**src/rtl/fifo_pop_demux.sv**
```systemverilog
// Pop-side demultiplexer: drains the upstream 6-bit FIFO and routes each word to one of four
// destinations by its top two bits. Optional DEMUX_STATS_EN builds the delivered-word counter.
module fifo_pop_demux #(
  parameter int unsigned DATA_W = 6,
  parameter int unsigned N_DEST = 4
) (
  input  logic              clk,
  input  logic              reset_L,
  input  logic              fifo_empty,
  input  logic [DATA_W-1:0] fifo_data,
  input  logic              fifo_valid,
  input  logic [N_DEST-1:0] dest_pause,
  input  logic [N_DEST-1:0] dest_continue,
  output logic              pop,
  output logic [N_DEST-1:0] push,
  output logic [DATA_W-1:0] data_out,
  output logic [N_DEST-1:0] blocked,
  output logic              idle,
  output logic [7:0]        word_count
);

  if (N_DEST != 4) begin : gen_bad_n_dest
    $error("fifo_pop_demux: N_DEST must be 4 (2-bit destination select)");
  end

  typedef enum logic [1:0] {
    StIdle,
    StActive,
    StPaused
  } state_e;

  state_e              state_q, state_d;
  logic [N_DEST-1:0]   blocked_q, blocked_d;
  logic [N_DEST-1:0]   push_q, push_d;
  logic [DATA_W-1:0]   data_q, data_d;
  logic [1:0]          pop_hist_q;
  logic                armed_q;
  logic                any_blocked;
  logic [1:0]          dest_sel;

  assign any_blocked = |blocked_q;
  assign dest_sel    = fifo_data[DATA_W-1 -: 2];

  // Pause wins over continue when both arrive together.
  assign blocked_d = (blocked_q & ~dest_continue) | dest_pause;

  always_comb begin
    state_d = state_q;
    pop     = 1'b0;
    unique case (state_q)
      StIdle: begin
        if (any_blocked) begin
          state_d = StPaused;
        end else if (!fifo_empty) begin
          state_d = StActive;
        end
      end
      StActive: begin
        pop = !fifo_empty && !any_blocked;
        if (any_blocked) begin
          state_d = StPaused;
        end else if (fifo_empty) begin
          state_d = StIdle;
        end
      end
      StPaused: begin
        if (!any_blocked) begin
          state_d = fifo_empty ? StIdle : StActive;
        end
      end
      default: state_d = StIdle;
    endcase
  end

  // Words already requested are delivered regardless of blocking; armed_q drops the stale
  // return of a pop that was abandoned by reset.
  always_comb begin
    push_d = '0;
    data_d = data_q;
    if (fifo_valid && armed_q) begin
      push_d[dest_sel] = 1'b1;
      data_d           = fifo_data;
    end
  end

  always_ff @(posedge clk or negedge reset_L) begin
    if (!reset_L) begin
      state_q    <= StIdle;
      blocked_q  <= '0;
      push_q     <= '0;
      data_q     <= '0;
      pop_hist_q <= '0;
      armed_q    <= 1'b0;
    end else begin
      state_q    <= state_d;
      blocked_q  <= blocked_d;
      push_q     <= push_d;
      data_q     <= data_d;
      pop_hist_q <= {pop_hist_q[0], pop};
      armed_q    <= 1'b1;
    end
  end

  assign push     = push_q;
  assign data_out = data_q;
  assign blocked  = blocked_q;
  // Held low until the first edge after reset so every output reads 0 in reset.
  assign idle     = (state_q == StIdle) && (pop_hist_q == 2'b00) && armed_q;

`ifdef DEMUX_STATS_EN
  logic [7:0] count_q;

  always_ff @(posedge clk or negedge reset_L) begin
    if (!reset_L) begin
      count_q <= '0;
    end else if (|push_q) begin
      count_q <= count_q + 8'd1;
    end
  end

  assign word_count = count_q;
`else
  assign word_count = '0;
`endif

endmodule

```
**config.mk**
```make
export PLATFORM = sky130hd
export DESIGN_NAME = fifo_pop_demux
export DESIGN_NICKNAME = d
export VERILOG_FILES = /design/src/rtl/fifo_pop_demux.sv
export SDC_FILE = /design/constraint.sdc
export NUM_CORES = 1
export LEC_CHECK = 0
export BUFFER_PORTS_ARGS = -buffer_cell sky130_fd_sc_hd__buf_4
export CORE_UTILIZATION = 45
export DETAILED_ROUTE_END_ITERATION = 16
export HOLD_SLACK_MARGIN = 0.12
export PLACE_DENSITY = 0.93
export SETUP_SLACK_MARGIN = 0.2
export SKIP_LAST_GASP = 1
export SLEW_MARGIN = 20
export SYNTH_ARGS = -nofsm -noshare
export SYNTH_HDL_FRONTEND = slang
export SYNTH_SLANG_ARGS = --single-unit
export TNS_END_PERCENT = 5
```
**constraint.sdc**
```tcl
create_clock -name clk -period 2.22 [get_ports clk]
set_input_delay 0.333 -clock clk [delete_from_list [all_inputs] [get_ports clk]]
set_output_delay 0.333 -clock clk [all_outputs]
set_load 0.02 [all_outputs]
```
# Word-level counts from Yosys, hierarchy flattened
# Index checks and enable logic that the tools add are counted.
[totals]
ff_bits = 19
in_bits = 18
out_inout_bits = 24
elab_cells = 38
[classes]
magnitude_cmp = 2
eq_ne = 5
mux = 11
n_bitwise = 3
reduce_logical = 11
[ops]
columns = ["operator", "n"]
rows = [
  ["$mux 2", 5],
  ["$ne 3x3->1 const B", 2],
  ["$pmux 2 s3", 1],
  ["$logic_and 1x1->1", 5],
  ["$and 4x4->4", 1],
  ["$logic_not 2->1", 2],
  ["$mux 4", 1],
  ["$not 4->4", 1],
  ["$or 4x4->4", 1],
  ["$reduce_or 4->1", 1],
  ["$lt 2x3->1 const B", 1],
  ["$mux 1", 3],
  ["$reduce_and 3->1", 1],
  ["$demux 1 s2", 1],
  ["$eq 2x1->1 const B", 1],
  ["$eq 2x2->1 const B", 1],
  ["$ge 2x1->1 const B", 1],
  ["$logic_not 1->1", 2],
  ["$ne 2x2->1 const B", 1],
]

# Longest topological paths before layout
# Gate-level depths: netlist of run 1.
[depth]
word_depth = 5
depth_mapped = 2
mapped_depth_nobuf = 2

# Worst setup path after synthesis of run 1
# No wires, ideal clock.
[synth_timing]
kind = "reg-to-output"
startpoint = "reg blocked_q[2] (netlist: blocked[2])"
endpoint = "out pop"
arrival_ns = 1.518
required_ns = 1.887
path_slack_ns = 0.369
path_stages_with_launch = 3
n_path_buf = 0
path_cell_list = "dfrtp_1 -> or4_4 -> nor4b_2"
[synth_between]
elab_chain_cells = 4
[synth_rtl]
columns = ["item", "line", "rtl"]
rows = [
  ["start: declaration", "33", "logic [N_DEST-1:0] blocked_q, blocked_d;"],
  ["start signal: assignment", "96", "blocked_q <= blocked_d;"],
  ["$reduce_or 4->1", "41", "assign any_blocked = |blocked_q;"],
  ["$logic_not 1->1", "-", ""],
  ["$logic_and 1x1->1", "59", "pop = !fifo_empty && !any_blocked;"],
  ["$mux 1", "50", "unique case (state_q)"],
  ["end: declaration", "14", "output logic pop,"],
]
# No other way between the ends.

# Final worst setup path of run 1
# Ends and elaborated chain as after synthesis.

==> results.yml, run 1 <==
sta:
  fin_setup_tns_ns: 0
  hold_viol_final: 0
  fin_crit_sh_pct: 92.4
  fin_ws_ns: 0.169
  final.setup_skew_ns: 0.00617
  rsz0062_at_grt: "true"
  fin_crit_ns: 2.05
  slew_violations: 0
  fmax_mhz: 488
  fin_hold_ws_ns: 0.217
  setup_violations: 0
route:
  via_count: 515
  drt_pass1_iterations: 3
  drtIter0Drc: 9
  met2_wirelength_um: 865
  met3_length_um: 65
  finalWirelength_um: 1430
  detail_route.vias_per_cell: 4.77
  drcViolationCount: 0
  wl_per_cell_um: 13.2
  dr.max_layer_used: "met4"
  drt.antenna.violating_nets: 0
  wl_met1_um: 481
critical_path:
  cp_slowest_cell: "or4_4"
  crit_chain: "or4_4 -> nor4b_4 -> buf_4"
  crit_fanout: 3
  path_class: "reg2out"
  worstPathArrival_ns: 1.72
  critical_path.top_delay_family: "simple AND/OR/NAND/NOR gates"
  ff2ff_setup_slack_ns: 0.88
  cpPeakStageDelay_ns: 0.58
  worstSetupEndpointType: "output port"
  worstPathRequired_ns: 1.89
  path_buf_inv: 1
  startpoint_type: "register"
power:
  power_density_nw_per_um2: 673
  p_leak_nw: 0.542
  irDropWorstVdd_uv: 431
layout:
  fin_area_um2: 1030
  finalNetCount: 111
  syn_to_final_growth_pct: 38.6
  fillers: 122
  n_antenna_cell: 0
  layout_commonest_cell: "buf_4"
  final_util_pct: 67.6
  drive_above_1_share_pct: 50.0
  most-common-layout-cells: "34 x buf_4, 19 x dfrtp_1, 9 x conb_1"
global_route:
  grt-ovfl-total: 0
  first_global_vias: 550
  grt_pass1_wl_um: 2250
  grt_max_degree: 20
  antenna_found_initial: 0
  grt_usage_pct: 17.4
worst_hold_path:
  holdCritPathClass: "in2reg"
synth:
  ys_ff_latch: 19
  syn_area_um2: 743
  synth.distinct_cells: 17
  syn_inst: 54
  avgSynthCellArea_um2: 13.8
  ys_warn_count: 0
  ys_seq_area_share_pct: 64.0
clock_tree:
  clk_path_buf_depth: 2
  clock_latency_ns: 0.29
  cts_buffers: 3
  cts.sinks: 19
  clockRootBuffer: "clkbuf_4"
  htreeDepth: 1
  clkTransAtPathRegs_ns: 0.10
  cts_tree: "yes"
placed_design:
  gp_congestion: 0.701
  place_area_um2: 977
  io_buffers: 33
  dp_slack_ns: 0.471
  dpl.hpwl_um: 1050
flow_run:
  drv_cap: 0
die:
  fp.coreArea_um2: 1520
  dieArea_um2: 1820
  die_h_um: 42.6
  io_pins: 42
  initial_core_util_pct: 48.8
  die_x_um: 42.6
  fp-row-count: 14
outcome:
  outcome: "completed"
[through the flow]
step / power [mW] / instances
floorplan: 0.467 / 61
global placement: 0.527 / 102
detailed placement: 0.531 / 102
CTS: 0.705 / 108
global route: 0.729 / 108
finish: 0.693 / 108
[cells by family (layout without fill, tap and decap cells)]
logic type      Yosys count  after routing  share of synthesized area, %
buf+inv                  12             43                          10.1
simple gates              9              9                          9.59
mux                       6              6                          9.09
other cells               2              9                          1.01
compound gates            6              6                          6.23
flops                    19             19                          64.0
[worst paths after layout]
path | depth (start not counted) | start | to
worst max-delay path | 3 | blocked[2] | pop
worst min-delay path | 2 | dest_pause[0] | blocked[0]
worst max register to register | 2 | blocked[2] | pop_hist_q[0]
worst min register to register | 0 | pop_hist_q[0] | pop_hist_q[1]
max in group asynchronous | 2 | reset_L | push[2]
min in group asynchronous | 2 | reset_L | state_q[1]
[layer usage]
layer	vias up	global-route usage (%)
met5	-	0
li1	242	-
met1	249	16.2
met2	22	34.2
met4	0	9.38
met3	2	3.02
[sequential cells by signal, indices dropped and copies added (netlist names)]
name and flops:
push 4, pop_hist_q 2, data_out 6, armed_q 1, state_q 2, blocked 4
[layout make-up]
class | instances | area, um2 | share of cell area, %
tap | 16 | 20.0 | 1.94
clock buffer | 4 | 26.3 | 2.55
inverter | 4 | 15.0 | 1.46
sequential | 19 | 475 | 46.2
timing repair buffer | 35 | 265 | 25.8
multi-input combinational | 30 | 228 | 22.1
[report_power, final]
part	internal, mW	switching [mW]	total [mW]	leakage, nW
logic	0.0693	0.0746	0.144	0.296
registers	0.370	0.0134	0.383	0.231
clock network	0.0697	0.0955	0.165	0.0150
[worst register-to-register path, stage by stage (launching register included)]
cell	delay [ns]
dfrtp_1	0.40
or4_4	0.58
nor4b_4	0.26
[synth_stat cells]
cell type  count  area, um2
nand2_1        1       3.75
nor3_1         1       5.00
nor4b_2        1       15.0
or4_4          1       11.3
inv_1          4       15.0
a21boi_0       1       7.51
nor4_1         1       6.26
a211oi_1       1       7.51
buf_4          8       60.1
conb_1         2       7.51
a21o_1         3       22.5
nor3b_1        2       15.0
a21o_2         1       8.76
nand2b_1       1       6.26
dfrtp_1       19        475
and4_1         1       8.76
mux2_2         6       67.6
[timing repair]
item,CTS,global route
setup endpoints to repair,1,1
setup buffers,1,0
gates resized for setup,1,0
pin swaps,0,0
endpoints found under the hold margin,19,0
cloned,0,0
hold buffers,1,0
Note: power is estimated with default switching activity, not from simulation.
==> run 2: changes to the inputs <==
--- a/config.mk
+++ b/config.mk
@@ -5,8 +5,9 @@
 export SDC_FILE = /design/constraint.sdc
 export NUM_CORES = 1
 export LEC_CHECK = 0
+export ABC_AREA = 1
 export BUFFER_PORTS_ARGS = -buffer_cell sky130_fd_sc_hd__buf_4
-export CORE_UTILIZATION = 45
+export CORE_UTILIZATION = 46
 export DETAILED_ROUTE_END_ITERATION = 16
 export HOLD_SLACK_MARGIN = 0.12
 export PLACE_DENSITY = 0.93
==> run 2 against run 1 <==
  * Clock power rose by 5%
  * Setup slack improved by 0.47 ns
  * Register-to-register slack improved by 0.32 ns
  * Die area rose by 5.3%
  * The flow now finishes with violations (DRC)
  * Largest power group unchanged
  * Area after synthesis rose by 7.9%
  * Critical path depth rose by 1
  * Synthesized cell count rose by 43%
  * Sequential share of layout area fell by 1.4 points
  * Global-route usage rose by 2.7 points
  * Total power rose by 0.43%
  * Non-clock buffer count fell by 1
  * Final cell count rose by 19%
==> results.yml, run 2 <==
layout:
  layout_commonest_cell: "buf_4"
  syn_to_final_growth_pct: 32.3
  finalNetCount: 132
  fillers: 124
  largest_register_ffs: 6
  most-common-layout-cells: "33 x buf_4, 19 x dfrtp_1, 14 x nand2_1"
  drive_above_1_share_pct: 38.9
  final_cells: 129
  n_antenna_cell: 0
  fin_area_um2: 1060
synth:
  synth_flop_cell: "dfrtp_1"
  yosys.area.top_type: "dfrtp_1"
  async_flop_share_pct: 100
  ys_warn_count: 0
  synth_edf_count: 0
  ys_seq_area_share_pct: 59.3
  synthTopCellsByCount: "19 x dfrtp_1, 14 x nand2_1, 9 x inv_1, 8 x buf_4, 6 x nor2_1"
  syn_inst: 77
  synth_top_area_share_pct: 59.3
  syn_area_um2: 802
  synth_most_common_cell: "dfrtp_1"
  avgSynthCellArea_um2: 10.4
  yosys-top-cells-area: "dfrtp_1 59%, buf_4 7.5%, nand2_1 6.6%, inv_1 4.2%, nor3_2 3.7%"
  ys_ff_latch: 19
  synth.distinct_cells: 16
sta:
  setup_violations: 0
  fin_crit_ns: 1.58
  fmax_mhz: 634
  fin_crit_sh_pct: 71.0
  hold_viol_final: 0
  final.setup_skew_ns: 0.00358
  rsz0062_at_grt: "false"
  slew_violations: 0
  fin_setup_tns_ns: 0
  fin_hold_ws_ns: 0.192
placed_design:
  dpl.hpwl_um: 1180
  gp_congestion: 0.748
  place_area_um2: 1020
  place_inst: 124
  io_buffers: 33
critical_path:
  cp_slowest_cell: "dfrtp_1"
  crit_fanout: 3
  worstPathArrival_ns: 1.24
  rr_endpoint: "data_out[5]"
  worstSetupEndpointType: "output port"
  crit_chain: "nor2_1 -> nand2_1 -> nor2_1 -> buf_4"
  critical_path.startpoint: "blocked[2]"
  cpPeakStageDelay_ns: 0.42
  r2r_start: "armed_q"
  path_class: "reg2out"
  reg2reg_depth: 3
  cp_common_cell: "nor2_1"
  crit_end: "pop"
  startpoint_type: "register"
  worstPathRequired_ns: 1.89
  ff2ff_setup_slack_ns: 1.20
die:
  fp.coreArea_um2: 1560
  die_h_um: 43.8
  fp-row-count: 14
  die_x_um: 43.8
  dieArea_um2: 1910
  initial_core_util_pct: 51.4
  io_pins: 42
worst_hold_path:
  holdCritPathClass: "in2reg"
outcome:
  outcome: "complete, but fails checks"
  violations: "DRC"
route:
  drt.antenna.violating_nets: 0
  via_count: 594
  drt_pass1_iterations: 10
  wl_per_cell_um: 11.9
  drcViolationCount: 4
  finalWirelength_um: 1530
  drtIter0Drc: 12
  detail_route.vias_per_cell: 4.60
global_route:
  grt_pass1_wl_um: 2590
  antenna_found_initial: 0
  grt_max_degree: 20
  first_global_vias: 584
  grt-ovfl-total: 0
  grt_usage_pct: 20.1
clock_tree:
  cts.sinks: 19
  htreeDepth: 1
  clockRootBuffer: "clkbuf_4"
  cts_tree: "yes"
  cts_buffers: 3
  clk_path_buf_depth: 2
  clock_latency_ns: 0.30
  clkTransAtPathRegs_ns: 0.10
power:
  irDropWorstVdd_uv: 354
  p_leak_nw: 0.589
  power_uw: 696
  power_density_nw_per_um2: 656
flow_run:
  drv_cap: 0
[run 2: kinds of logic (layout without fill, tap and decap cells)]
group | count (synthesis) | in the layout | synth area share [%]
flip-flops | 19 | 19 | 59.3
buffers and inverters | 18 | 47 | 13.1
AO/OA/AOI/OAI | 7 | 7 | 6.55
AND/OR/NAND/NOR | 31 | 31 | 20.1
other | 2 | 9 | 0.936
[run 2: worst min path at each step]
stage / start / to / slack (ns) / cells past startpoint
6_report: dest_continue[1] / blocked[1] / 0.19 / 2
5_1_grt: dest_continue[1] / blocked[1] / 0.18 / 2
4_1_cts: dest_continue[1] / blocked[1] / 0.18 / 2
3_5_place_dp: reset_L / data_out[3] / 0.22 / 1
3_3_place_gp: reset_L / data_out[1] / 0.21 / 1
2_1_floorplan: reset_L / armed_q / 0.04 / 0
[run 2: per-layer routing]
layer / vias to the layer above / track usage, % / part of all wire [%]
li1: 295 / - / -
met1: 264 / 22.9 / 35
met2: 30 / 33.7 / 54
met3: 5 / 5.83 / 8.0
met4: 0 / 11.3 / 2.4
met5: - / 0 / 0
[run 2: layout make-up]
cell class | count | area (um2) | area share (%)
Inverter | 9 | 33.8 | 3.18
Sequential cell | 19 | 475 | 44.8
Multi-Input combinational cell | 47 | 248 | 23.3
Clock buffer | 4 | 26.3 | 2.48
Tap cell | 16 | 20.0 | 1.89
Timing Repair Buffer | 34 | 258 | 24.3
[run 2: critical path: cells and delay by family (launching register included)]
family	cells	cell delay, ns
buf+inv	1	0.16
flops	1	0.42
simple gates	3	0.36
[run 2: repair_timing]
action	CTS	global route
hold endpoints to repair	19	0
setup buffers	0	0
resized for setup	0	0
hold buffers	1	0
[run 2: metrics by stage]
stage / utilization (%) / setup slack [ns]
5_1_grt: 68.1 / 0.538
2_1_floorplan: - / 0.903
3_5_place_dp: 65.7 / 0.975
3_3_place_gp: 65.7 / 0.991
6_report: 68.1 / 0.643
4_1_cts: 68.1 / 0.632
[run 2: report_power, final]
part | switching [mW] | internal [mW] | leakage, nW
sequential | 0.0141 | 0.368 | 0.234
clock | 0.104 | 0.0701 | 0.0150
combinational | 0.0803 | 0.0592 | 0.339
total | 0.199 | 0.497 | 0.589
==> run 3: changes to the inputs <==
--- a/config.mk
+++ b/config.mk
@@ -5,12 +5,12 @@
 export SDC_FILE = /design/constraint.sdc
 export NUM_CORES = 1
 export LEC_CHECK = 0
-export ABC_AREA = 1
+export ABC_AREA = 0
 export BUFFER_PORTS_ARGS = -buffer_cell sky130_fd_sc_hd__buf_4
-export CORE_UTILIZATION = 46
+export CORE_UTILIZATION = 37
 export DETAILED_ROUTE_END_ITERATION = 16
 export HOLD_SLACK_MARGIN = 0.12
-export PLACE_DENSITY = 0.93
+export PLACE_DENSITY = 0.84
 export SETUP_SLACK_MARGIN = 0.2
 export SKIP_LAST_GASP = 1
 export SLEW_MARGIN = 20
==> constraint.sdc (replaced) <==
create_clock -name clk -period 1.3 [get_ports clk]
set_input_delay 0.195 -clock clk [delete_from_list [all_inputs] [get_ports clk]]
set_output_delay 0.195 -clock clk [all_outputs]
set_load 0.02 [all_outputs]
==> run 3 against run 2 <==
  * The flow finishes with violations (setup timing)
  * Flip-flop and latch count did not move
  * Non-clock buffer count increased by 16
  * Clock skew fell by 0.0010 ns
  * Critical path type unchanged
  * First-iteration DRC count shrank 58%
  * Critical path depth decreased by 1
  * Register-to-register slack got worse by 1.2 ns
  * Clock power rose by 68%
  * Largest power group unchanged
  * Total power grew 77%
  * Global-route usage decreased by 3.6 points
  * Cell area is 11% higher
  * Clock-buffer cell count is the same
==> results.yml, run 3 (synthesis gave the netlist of run 1 again) <==
flow_run:
  drv_cap: 0
die:
  io_pins: 42
  fp.coreArea_um2: 1800
  fp-row-count: 15
  initial_core_util_pct: 41.3
  die_h_um: 46.8
  die_x_um: 46.8
  dieArea_um2: 2190
critical_path:
  r2r_start: "blocked[2]"
  path_class: "reg2out"
  critical_path.startpoint: "blocked[2]"
  cp_slowest_cell: "or4_4"
  crit_end: "pop"
  path_depth: 3
  reg2reg_depth: 3
  critical_path.top_delay_family: "simple AND/OR/NAND/NOR gates"
  worstPathArrival_ns: 1.69
  crit_fanout: 2
  worstPathRequired_ns: 1.11
  startpoint_type: "register"
  cpPeakStageDelay_ns: 0.56
  path_buf_inv: 1
  ff2ff_setup_slack_ns: -0.04
  rr_endpoint: "state_q[1]"
  crit_chain: "or4_4 -> nor4b_4 -> buf_4"
  worstSetupEndpointType: "output port"
sta:
  slew_violations: 0
  rsz0062_at_grt: "true"
  fin_setup_tns_ns: -0.807
  fin_crit_sh_pct: 145
  hold_viol_final: 0
  setup_violations: 5
  fin_crit_ns: 1.89
  fin_ws_ns: -0.586
  fin_hold_ws_ns: 0.173
  final.setup_skew_ns: 0.00254
  fmax_mhz: 530
layout:
  n_antenna_cell: 0
  most-common-layout-cells: "38 x buf_4, 19 x dfrtp_1, 12 x dlygate4sd3_1"
  finalNetCount: 126
  syn_to_final_growth_pct: 58.9
  largest_register_ffs: 6
  drive_above_1_share_pct: 46.7
  layout_commonest_cell: "buf_4"
  fillers: 149
  final_cells: 132
power:
  power_mw: 1.23
  irDropWorstVdd_uv: 711
  power_density_nw_per_um2: 1040
  p_leak_nw: 0.606
placed_design:
  gp_congestion: 0.603
  place_inst: 116
  dp_slack_ns: -0.246
  io_buffers: 33
global_route:
  met2_usage_pct: 30.6
  first_global_vias: 583
  grt-ovfl-total: 0
  gr-max-usage-layer: "met2"
  grt_usage_pct: 16.5
  met3_usage_pct: 7.31
  met1_usage_pct: 17.3
  grt_pass1_wl_um: 2470
  grt_max_degree: 20
  antenna_found_initial: 0
route:
  drcViolationCount: 0
  drt_pass1_iterations: 2
  wl_per_cell_um: 11.8
  via_count: 589
  detail_route.vias_per_cell: 4.46
  drt.antenna.violating_nets: 0
  drtIter0Drc: 5
  finalWirelength_um: 1560
clock_tree:
  cts_buffers: 3
  clk_path_buf_depth: 2
  clkTransAtPathRegs_ns: 0.10
  clockRootBuffer: "clkbuf_4"
  cts.sinks: 19
  cts_tree: "yes"
  htreeDepth: 1
  clock_latency_ns: 0.29
outcome:
  violations: "setup timing"
  outcome: "complete, but fails checks"
worst_hold_path:
  holdCritPathClass: "in2reg"
[run 3: changes by cell type in the layout (fill, tap and decap cells not counted), sizes merged, moves of 5 or more]
cell,change
inv,-5
mux2,+6
dlygate4sd3,+11
nor2,-6
buf,+5
nand2,-14
[run 3: tightest hold or removal path, stage by stage]
cell	delay, ns
buf_4	0.11
inv_1	0.04
a21o_1	0.10
[run 3: routing by layer]
layer  wire length (um)  part of all wire (%)
met1                595                    38
met2                848                    54
met3                114                   7.3
met4                  0                     0
met5                  0                     0
[run 3: area by class of cell]
cell class	instances	area [um2]	area share, %
Sequential cell	19	475	40.3
Multi-Input combinational cell	30	228	19.3
Tap cell	25	31.3	2.65
Clock buffer	4	26.3	2.22
Inverter	4	15.0	1.27
Timing Repair Buffer	50	405	34.3
[run 3: per-stage QoR]
stage          instance area [um2]  util, %
6_report                      1180     65.6
5_1_grt                       1180     65.6
4_1_cts                       1160     64.4
3_5_place_dp                  1030     57.4
3_3_place_gp                  1030     57.4
2_1_floorplan                  778        -
[run 3: worst min-delay path by stage]
stage,from,end,slack [ns],cells past startpoint
final,dest_continue[0],blocked[0],0.17,3
after CTS,fifo_data[1],data_out[1],0.12,2
after detailed placement,reset_L,push[3],0.08,1
after global placement,reset_L,push[3],0.08,1
after floorplan,reset_L,armed_q,-0.10,0
after global routing,dest_continue[3],blocked[3],0.16,3
[run 3: what timing repair did]
action                                  4_1_cts  5_1_grt
hold buffers                                 10        2
endpoints found under the setup margin       15       17
endpoints found under the hold margin        30        2
gates resized for setup                       0        0
buffers inserted                              0        0
[run 3: report_power, final]
| part | total, mW | switching (mW) | internal, mW |
|---|---|---|---|
| Clock | 0.292 | 0.173 | 0.119 |
| Sequential | 0.653 | 0.0213 | 0.632 |
| Combinational | 0.286 | 0.138 | 0.148 |
| Total | 1.23 | 0.332 | 0.899 |
